--- config.mk ---
export PLATFORM = sky130hd
export DESIGN_NAME = timebase_ctrl
export DESIGN_NICKNAME = d
export VERILOG_FILES = /design/src/rtl/timebase_ctrl.sv
export SDC_FILE = /design/constraint.sdc
export NUM_CORES = 1
export LEC_CHECK = 0
export CAP_MARGIN = 30
export CORE_MARGIN = 3
export CORE_UTILIZATION = 45
export CTS_BUF_LIST = sky130_fd_sc_hd__clkbuf_8
export CTS_CLUSTER_DIAMETER = 30
export CTS_CLUSTER_SIZE = 40
export DETAILED_ROUTE_END_ITERATION = 10
export GPL_TIMING_DRIVEN = 1
export RECOVER_POWER = 50
export SLEW_MARGIN = 25
export SYNTH_ARGS = -nofsm -noshare
export SYNTH_HDL_FRONTEND = slang
export SYNTH_SLANG_ARGS = --single-unit
--- constraint.sdc ---
create_clock -name CLK_50 -period 2.2 [get_ports CLK_50]
set_input_delay 0.55 -clock CLK_50 [delete_from_list [all_inputs] [get_ports CLK_50]]
set_output_delay 0.55 -clock CLK_50 [all_outputs]
set_load 0.02 [all_outputs]
--- src/rtl/timebase_ctrl.sv ---
// Timebase and run/stop/set controller: divides the system clock to a 1 kHz
// prescale, derives enable ticks and a blink wave, and paces the calendar via adv.
module timebase_ctrl #(
    parameter int CLK_FREQ = 50000000
) (
    input  logic       CLK_50,
    input  logic       RST,
    input  logic       start,
    input  logic       stop,
    input  logic       set,
    input  logic       up_key,
    output logic       tick_1k,
    output logic       tick_500,
    output logic       tick_4,
    output logic       tick_2,
    output logic       tick_1,
    output logic       adv,
    output logic       blink,
    output logic [1:0] state
);

    localparam int PRE_DIV = CLK_FREQ / 1000;
    localparam int PRE_W   = (PRE_DIV > 1) ? $clog2(PRE_DIV) : 1;
    localparam logic [PRE_W-1:0] PRE_MAX = PRE_W'(PRE_DIV - 1);

    typedef enum logic [1:0] {
        ST_STOP = 2'd0,
        ST_RUN  = 2'd1,
        ST_SET  = 2'd2
    } state_t;

    state_t           cur_state;
    state_t           next_state;
    logic [PRE_W-1:0] pre_cnt;
    logic [9:0]       ms_cnt;
    logic             wrap;
    logic             quarter_end;
    logic             half_end;
    logic             second_end;
    logic             enter_run;
    logic             adv_cond;

    assign wrap        = (pre_cnt == PRE_MAX);
    assign second_end  = (ms_cnt == 10'd999);
    assign half_end    = (ms_cnt == 10'd499) || second_end;
    assign quarter_end = (ms_cnt == 10'd249) || (ms_cnt == 10'd749) || half_end;
    assign state       = cur_state;

    // Command priority is stop > set > start in every state.
    always_comb begin
        next_state = cur_state;
        case (cur_state)
            ST_STOP: begin
                if (stop)       next_state = ST_STOP;
                else if (set)   next_state = ST_SET;
                else if (start) next_state = ST_RUN;
            end
            ST_RUN: begin
                if (stop)       next_state = ST_STOP;
                else if (set)   next_state = ST_SET;
            end
            ST_SET: begin
                if (stop)       next_state = ST_STOP;
                else if (set)   next_state = ST_RUN;
            end
            default:            next_state = ST_STOP;
        endcase
    end

    assign enter_run = (next_state == ST_RUN) && (cur_state != ST_RUN);

    always_comb begin
        adv_cond = 1'b0;
        case (cur_state)
            ST_RUN:  adv_cond = wrap && second_end;
            ST_SET:  adv_cond = wrap && quarter_end && up_key;
            default: adv_cond = 1'b0;
        endcase
    end

    always_ff @(posedge CLK_50 or posedge RST) begin
        if (RST) cur_state <= ST_STOP;
        else     cur_state <= next_state;
    end

    // Entering RUN restarts the second from zero and swallows any tick due at
    // that edge, so the first adv lands a full second after the command.
    always_ff @(posedge CLK_50 or posedge RST) begin
        if (RST) begin
            pre_cnt  <= '0;
            ms_cnt   <= '0;
            tick_1k  <= 1'b0;
            tick_500 <= 1'b0;
            tick_4   <= 1'b0;
            tick_2   <= 1'b0;
            tick_1   <= 1'b0;
            adv      <= 1'b0;
        end else if (enter_run) begin
            pre_cnt  <= '0;
            ms_cnt   <= '0;
            tick_1k  <= 1'b0;
            tick_500 <= 1'b0;
            tick_4   <= 1'b0;
            tick_2   <= 1'b0;
            tick_1   <= 1'b0;
            adv      <= 1'b0;
        end else begin
            pre_cnt <= wrap ? '0 : pre_cnt + 1'b1;
            if (wrap) ms_cnt <= second_end ? 10'd0 : ms_cnt + 10'd1;
            tick_1k  <= wrap;
            tick_500 <= wrap && ms_cnt[0];
            tick_4   <= wrap && quarter_end;
            tick_2   <= wrap && half_end;
            tick_1   <= wrap && second_end;
            adv      <= adv_cond;
        end
    end

    always_ff @(posedge CLK_50 or posedge RST) begin
        if (RST)         blink <= 1'b0;
        else if (tick_4) blink <= ~blink;
    end

endmodule

Word-level counts from Yosys, hierarchy flattened
Cells that the tools add are included.
Widths: inputs -> output; s select.
Storage, ports and cells
  flip-flop bits (word level): 35
Cells by class
  bitwise operators: 1
  add/sub/neg operators: 2
  reductions and logical operators: 11
  mux-type cells: 20
  equality and inequality tests: 9
Operators with widths (number)
  $mux 16: 2
  $mux 10: 3
  $eq 10x10->1 const B: 2
  $add 16x1->16 const B: 1
  $eq 16x16->1 const B: 1
  $mux 2: 7
  $add 10x1->10 const B: 1
  $eq 10x8->1 const B: 1
  $eq 10x9->1 const B: 1
  $logic_and 1x1->1: 6
  $mux 1: 6
  $pmux 2 s3: 1
  $eq 2x1->1 const B: 2
  $logic_or 1x1->1: 3
  $eq 2x2->1 const B: 1
  $logic_not 2->1: 1
  $ne 2x1->1 const B: 1
  $pmux 1 s2: 1
  $reduce_bool 2->1: 1
  $not 1->1: 1

Logic depth before layout (Yosys ltp)
  word-level depth: 7
  gate-level depth with buffers: 7

Worst setup path before layout
No wires, ideal clock.
  kind: reg2reg
  start point: register cur_state[0] (netlist: state[0])
  end point: register pre_cnt[10]
  clock period less this slack: 2.015 ns
  library setup time: 0.134 ns
  data required time: 2.066 ns
  path slack: 0.185 ns
  data arrival time: 1.881 ns
  stages on the path, launching flop included: 8
  buffers on the path: 1
  cells stage by stage: dfrtp_1 -> inv_1 -> ha_1 -> or3b_1 -> a21oi_1 -> o2111a_2 -> buf_2 -> nor3_1
On the way
  longest elaborated chain between the ends: 7
  elaborated cells on any way between the ends: 15
  those cells by class: eq/ne (4); mux (9); reduce/logical (2)
RTL lines
  start: declaration: line 32  | state_t cur_state;
  start signal: assignment: line 83  | else cur_state <= next_state;
  $mux 2: line 56  | else if (start) next_state = ST_RUN;
  $mux 2: line 55  | else if (set) next_state = ST_SET;
  $mux 2: line 54  | if (stop) next_state = ST_STOP;
  $pmux 2 s3: line 52  | case (cur_state)
  $eq 2x1->1: line 70  | assign enter_run = (next_state == ST_RUN) && (cur_state != ST_RUN);
  $logic_and 1x1->1 *: line 70
  $mux 16 *: line 98  | end else if (enter_run) begin
  end signal: assignment: line 108  | pre_cnt <= wrap ? '0 : pre_cnt + 1'b1;
  end: declaration: line 34  | logic [PRE_W-1:0] pre_cnt;
Every way passes the cells marked *; elsewhere a longest branch is shown, timed or not.
A chain may end at the register's enable or synchronous reset.

Worst setup path in the final report
  start point: register cur_state[0] (netlist: state[0])
  end point: register pre_cnt[11]
The elaborated chain is that of the path after synthesis.

==> impl.org <==
** Flow run
- Across the run, the number of max-cap violations was 0.

** Logic synthesis
- Sorting the synthesized cells by area gives the leading types as dfrtp_1 44%, nor3_1 5.5%, xnor2_1 5.3%.
- Share of synthesized cell area in full adder, half adder and majority cells :: 4.39%
- Post-synthesis mux area share :: 0.502%
- Main flop type after synthesis :: dfrtp_1
- The synthesized netlist occupies a cell area of 0.00200 sq mm.
- Averaged over all synthesized cells, the footprint is 10.0 sq um.
- Net count after synthesis :: 212
- In the post-synthesis netlist, the cell with the most instances is dfrtp_1.
- The synthesized netlist devotes 6.14% of its cell area to XOR and XNOR gates.
- Portion of the post-synthesis area used by sequential elements :: 43.9%
- The synthesized design devotes to its leading area cell type 43.9% of total area.
- Synthesis inferred 35 register bits.
- Share of the synthesized area in compound gates (AO/OA/AOI/OAI) :: 11.4%
- During synthesis, Yosys emitted a total of 0 warnings.
- Counting instances in the post-synthesis netlist gives the leading cell types as 35 x dfrtp_1, 22 x nor3_1, 15 x nand2_1, 12 x xnor2_1.
- After synthesis, the share of flip-flops with an asynchronous set or reset is 100%.
- Largest area contributor in the netlist :: dfrtp_1
- Summing the areas of all and, or, nand and nor instances in the mapped netlist gives 29.1% of the synthesized area.
- Largest family of logic cells by synthesized area :: simple AND/OR/NAND/NOR gates
- After synthesis, the netlist uses 43 different library cells.
- Cells after synthesis :: 199
- Post-synth EDFFs :: 0

** Die
- In this run the count of I/O pins placed on the die edge is 15.
- Row generation in the floorplan step produced 23 rows.
- DIE HEIGHT :: 72.6 um
- Area of the placeable core :: 0.00414 sq mm
- DIE WIDTH :: 72.6 um
- The floorplan step defined a die boundary enclosing 0.00527 sq mm.
- Effective utilization at floorplan :: 48.2%

** Clocking
- Number of cells upsized or downsized after cts :: 0
- Clock root cell :: clkbuf_8
- Clock tree sinks :: 35
- Number of H-tree branching levels :: 2
- Clock Pin Slew Worst Setup and Hold Paths :: 0.07 ns
- TritonCTS created 5 clock buffers.
- Counting along the longest clock path gives a buffer depth of 2.
- The number of hold buffers added after CTS was 0.
- TritonCTS built the clock tree.
- After clock tree synthesis, the setup repair step added 0 buffers.
- The clock reaches the later pin of the worst-skew pair after 0.28 ns.

** Placement
- Gpl congestion :: 0.870
- Once detailed placement completed, the half-perimeter wirelength came to 3020 um.
- Counting tap cells, the placed design contains a total of 262 instances.
- OpenSTA, run right after detailed placement, puts the worst setup slack at -0.0824 ns.
- Input and output buffers added on the ports amount to 14.

** Timing
- Measured against its own limit, the worst slew margin works out to 41.9%.
- Number of max-slew violations in the final report :: 0
- At the pin with the least slew margin, the transition time is 0.872 ns.
- Clock period minus final worst setup slack :: 2.02 ns
- Final period utilization :: 91.9%
- Max frequency :: 495 MHz
- Clock tree skew after final layout :: 0.00498 ns
- Final setup violation count :: 0
- Worst Hold Slack :: 0.476 ns
- Setup repair after global routing left no endpoint under its margin.
- Worst Slack Setup Final :: 0.178 ns
- The count of final hold-check violations is 0.
- Total Neg Setup Slack :: 0 ns

** Worst hold path
- The min-delay analysis places its worst path in the category register to register.

** Finish
- The area growth from synthesis to layout is 15.3%.
- Layout cell share with drive strength beyond 1 :: 10.5%
- The repair_antennas step left the layout with diodes totalling 0.
- Non-filler instance count after layout :: 270
- Utilization after layout :: 55.5%
- The final layout contains 232 nets.
- Counting the fill cells in the layout gives 368.

** Setup path
- In this run the register-to-register setup slack is 0.18 ns.
- Following the worst setup path forward leads to its endpoint at pre_cnt[11].
- Register-to-Register Path Depth :: 7
- Arrival time of data at the critical path endpoint :: 2.19 ns
- Crit-path max FO :: 21
- By startpoint and endpoint, the worst setup path is classified as register to register.
- The worst setup path is launched from a register.
- Critical path buffers and inverters :: 2
- Endpoint of the worst register-to-register path :: pre_cnt[11]
- Broken down by cell family, the worst path's largest delay share belongs to compound AO/OA/AOI/OAI gates.
- For this design, the slowest cell found on the critical path is dfrtp_1.
- Type of destination of the critical path :: register
- Tracing the worst setup path back leads to its startpoint at state[0].
- STA puts the critical path data required time at 2.37 ns.
- Traced cell by cell, the critical path runs through inv_1 > ha_1 > or3b_1 > a21oi_1 > o2111a_2 > buf_12 > nor3_1.
- Crit path largest cell delay :: 0.43 ns
- Worst flop-to-flop path startpoint :: state[0]
- The critical path crosses 7 cells after its start point.

** Detailed routing
- The final route contains 1612 vias.
- For this run, design rule violations remaining after detail routing come to 0.
- Met3 routed wirelength :: 202 um
- Once detail routing completed, the nets flagged for antenna violations numbered 0.
- After detailed routing, the number of vias per cell comes to 5.97.
- Top sig layer :: met4
- WL final :: 4390 um
- Dividing the detail-routed wire length by the instance count gives 16.2 um.
- Number of detailed-routing iterations run before antenna repair :: 5
- Sum of routed wire segments on met1 :: 2190 um
- The detailed router finished its first iteration with 108 violations.
- DR WL met2 :: 1950 um

** GRT
- Wire length of the first global-routing pass :: 7740 um
- Maximum number of pins on one net before global-route repair :: 36
- Global-route total usage across every layer :: 18.8%
- Antenna violations before repair :: 0
- Via count of the first global-routing pass :: 1566
- Summed over all layers, the global routing overflow is 0.

** Status
- The flow ran to the end, and the final reports show no timing, DRC or antenna violations.

** Pwr
- IR drop worst, VDD :: 427 uV
- Leak :: 0.915 nW
- Power spread over the standard cell area amounts to 637 mW/mm^2.
[worst reg2reg max path: cells and delay by family, from the launching register on]
| family | cells | cell delay [ns] |
|---|---|---|
| compound gates | 2 | 0.51 |
| simple gates | 2 | 0.46 |
| flops | 1 | 0.43 |
| buf+inv | 2 | 0.27 |
| fa+ha+maj | 1 | 0.24 |
[per-stage QoR]
step	power [mW]	instance area, sq um
global placement	1.04	2220
floorplan	0.955	2000
finish	1.47	2300
global route	1.56	2300
detailed placement	1.05	2220
CTS	1.49	2300
[registers in the layout, indices dropped and copies added, names as in the netlist]
name      flops
tick_1        1
tick_1k       1
tick_4        1
pre_cnt      16
state         2
tick_2        1
blink         1
tick_500      1
ms_cnt       10
adv           1
[kinds of logic after synthesis]
group	count (synthesis)
and+or+nand+nor	95
DFF	35
AOI/OAI and AO/OA	30
buffers and inverters	17
xor gates and xnor gates	14
adders and majority gates	7
muxes	1
[report_power, final]
part | internal (mW) | switching (mW)
clock | 0.213 | 0.218
combinational | 0.123 | 0.140
sequential | 0.700 | 0.0727
[per-layer routing]
layer	vias up	global-route usage (%)
met5	-	0
met4	0	5.53
met3	4	4.82
met2	46	27.8
met1	778	27.2
li1	784	-
[worst min path at each step]
stage / start / slack [ns] / cells past startpoint / to
4_1_cts: blink / 0.47 / 1 / blink
6_report: blink / 0.48 / 1 / blink
5_1_grt: blink / 0.51 / 1 / blink
3_3_place_gp: blink / 0.45 / 1 / blink
3_5_place_dp: blink / 0.46 / 1 / blink
2_1_floorplan: pre_cnt[0] / 0.47 / 1 / pre_cnt[0]
[layout make-up]
cell class                      count  area (sq um)  share of cell area, %
Clock buffer                        5          68.8                   2.99
Clock inverter                      3          12.5                  0.544
Inverter                            8          30.0                   1.31
Multi-Input combinational cell    147          1030                   44.7
Sequential cell                    35           876                   38.1
Tap cell                           50          62.6                   2.72
Timing Repair Buffer               22           223                   9.68
[placed cells by master (no fill, tap or decap), drive strengths merged]
cell	instances
a2111oi	1
nand2b	1
a41oi	2
dlygate4sd3	2
nand2	15
dfrtp	35
nand4	8
nor2	8
buf	7
a31oi	3
clkbuf	6
xor2	2
nand3b	4
a311oi	4
o21bai	1
and2	1
nand3	9
a211oi	2
nand4b	1
nor4	7
nor3b	2
ha	7
o2111a	1
o21ai	5
mux2i	1
a21oi	9
xnor2	12
a211o	2
or3	2
or2	1
clkdlybuf4s50	12
inv	10
and3	4
or3b	2
clkinv	1
nor4b	2
nor3	22
and4	3
and4bb	3
Power figures use the tool's default switching activity.
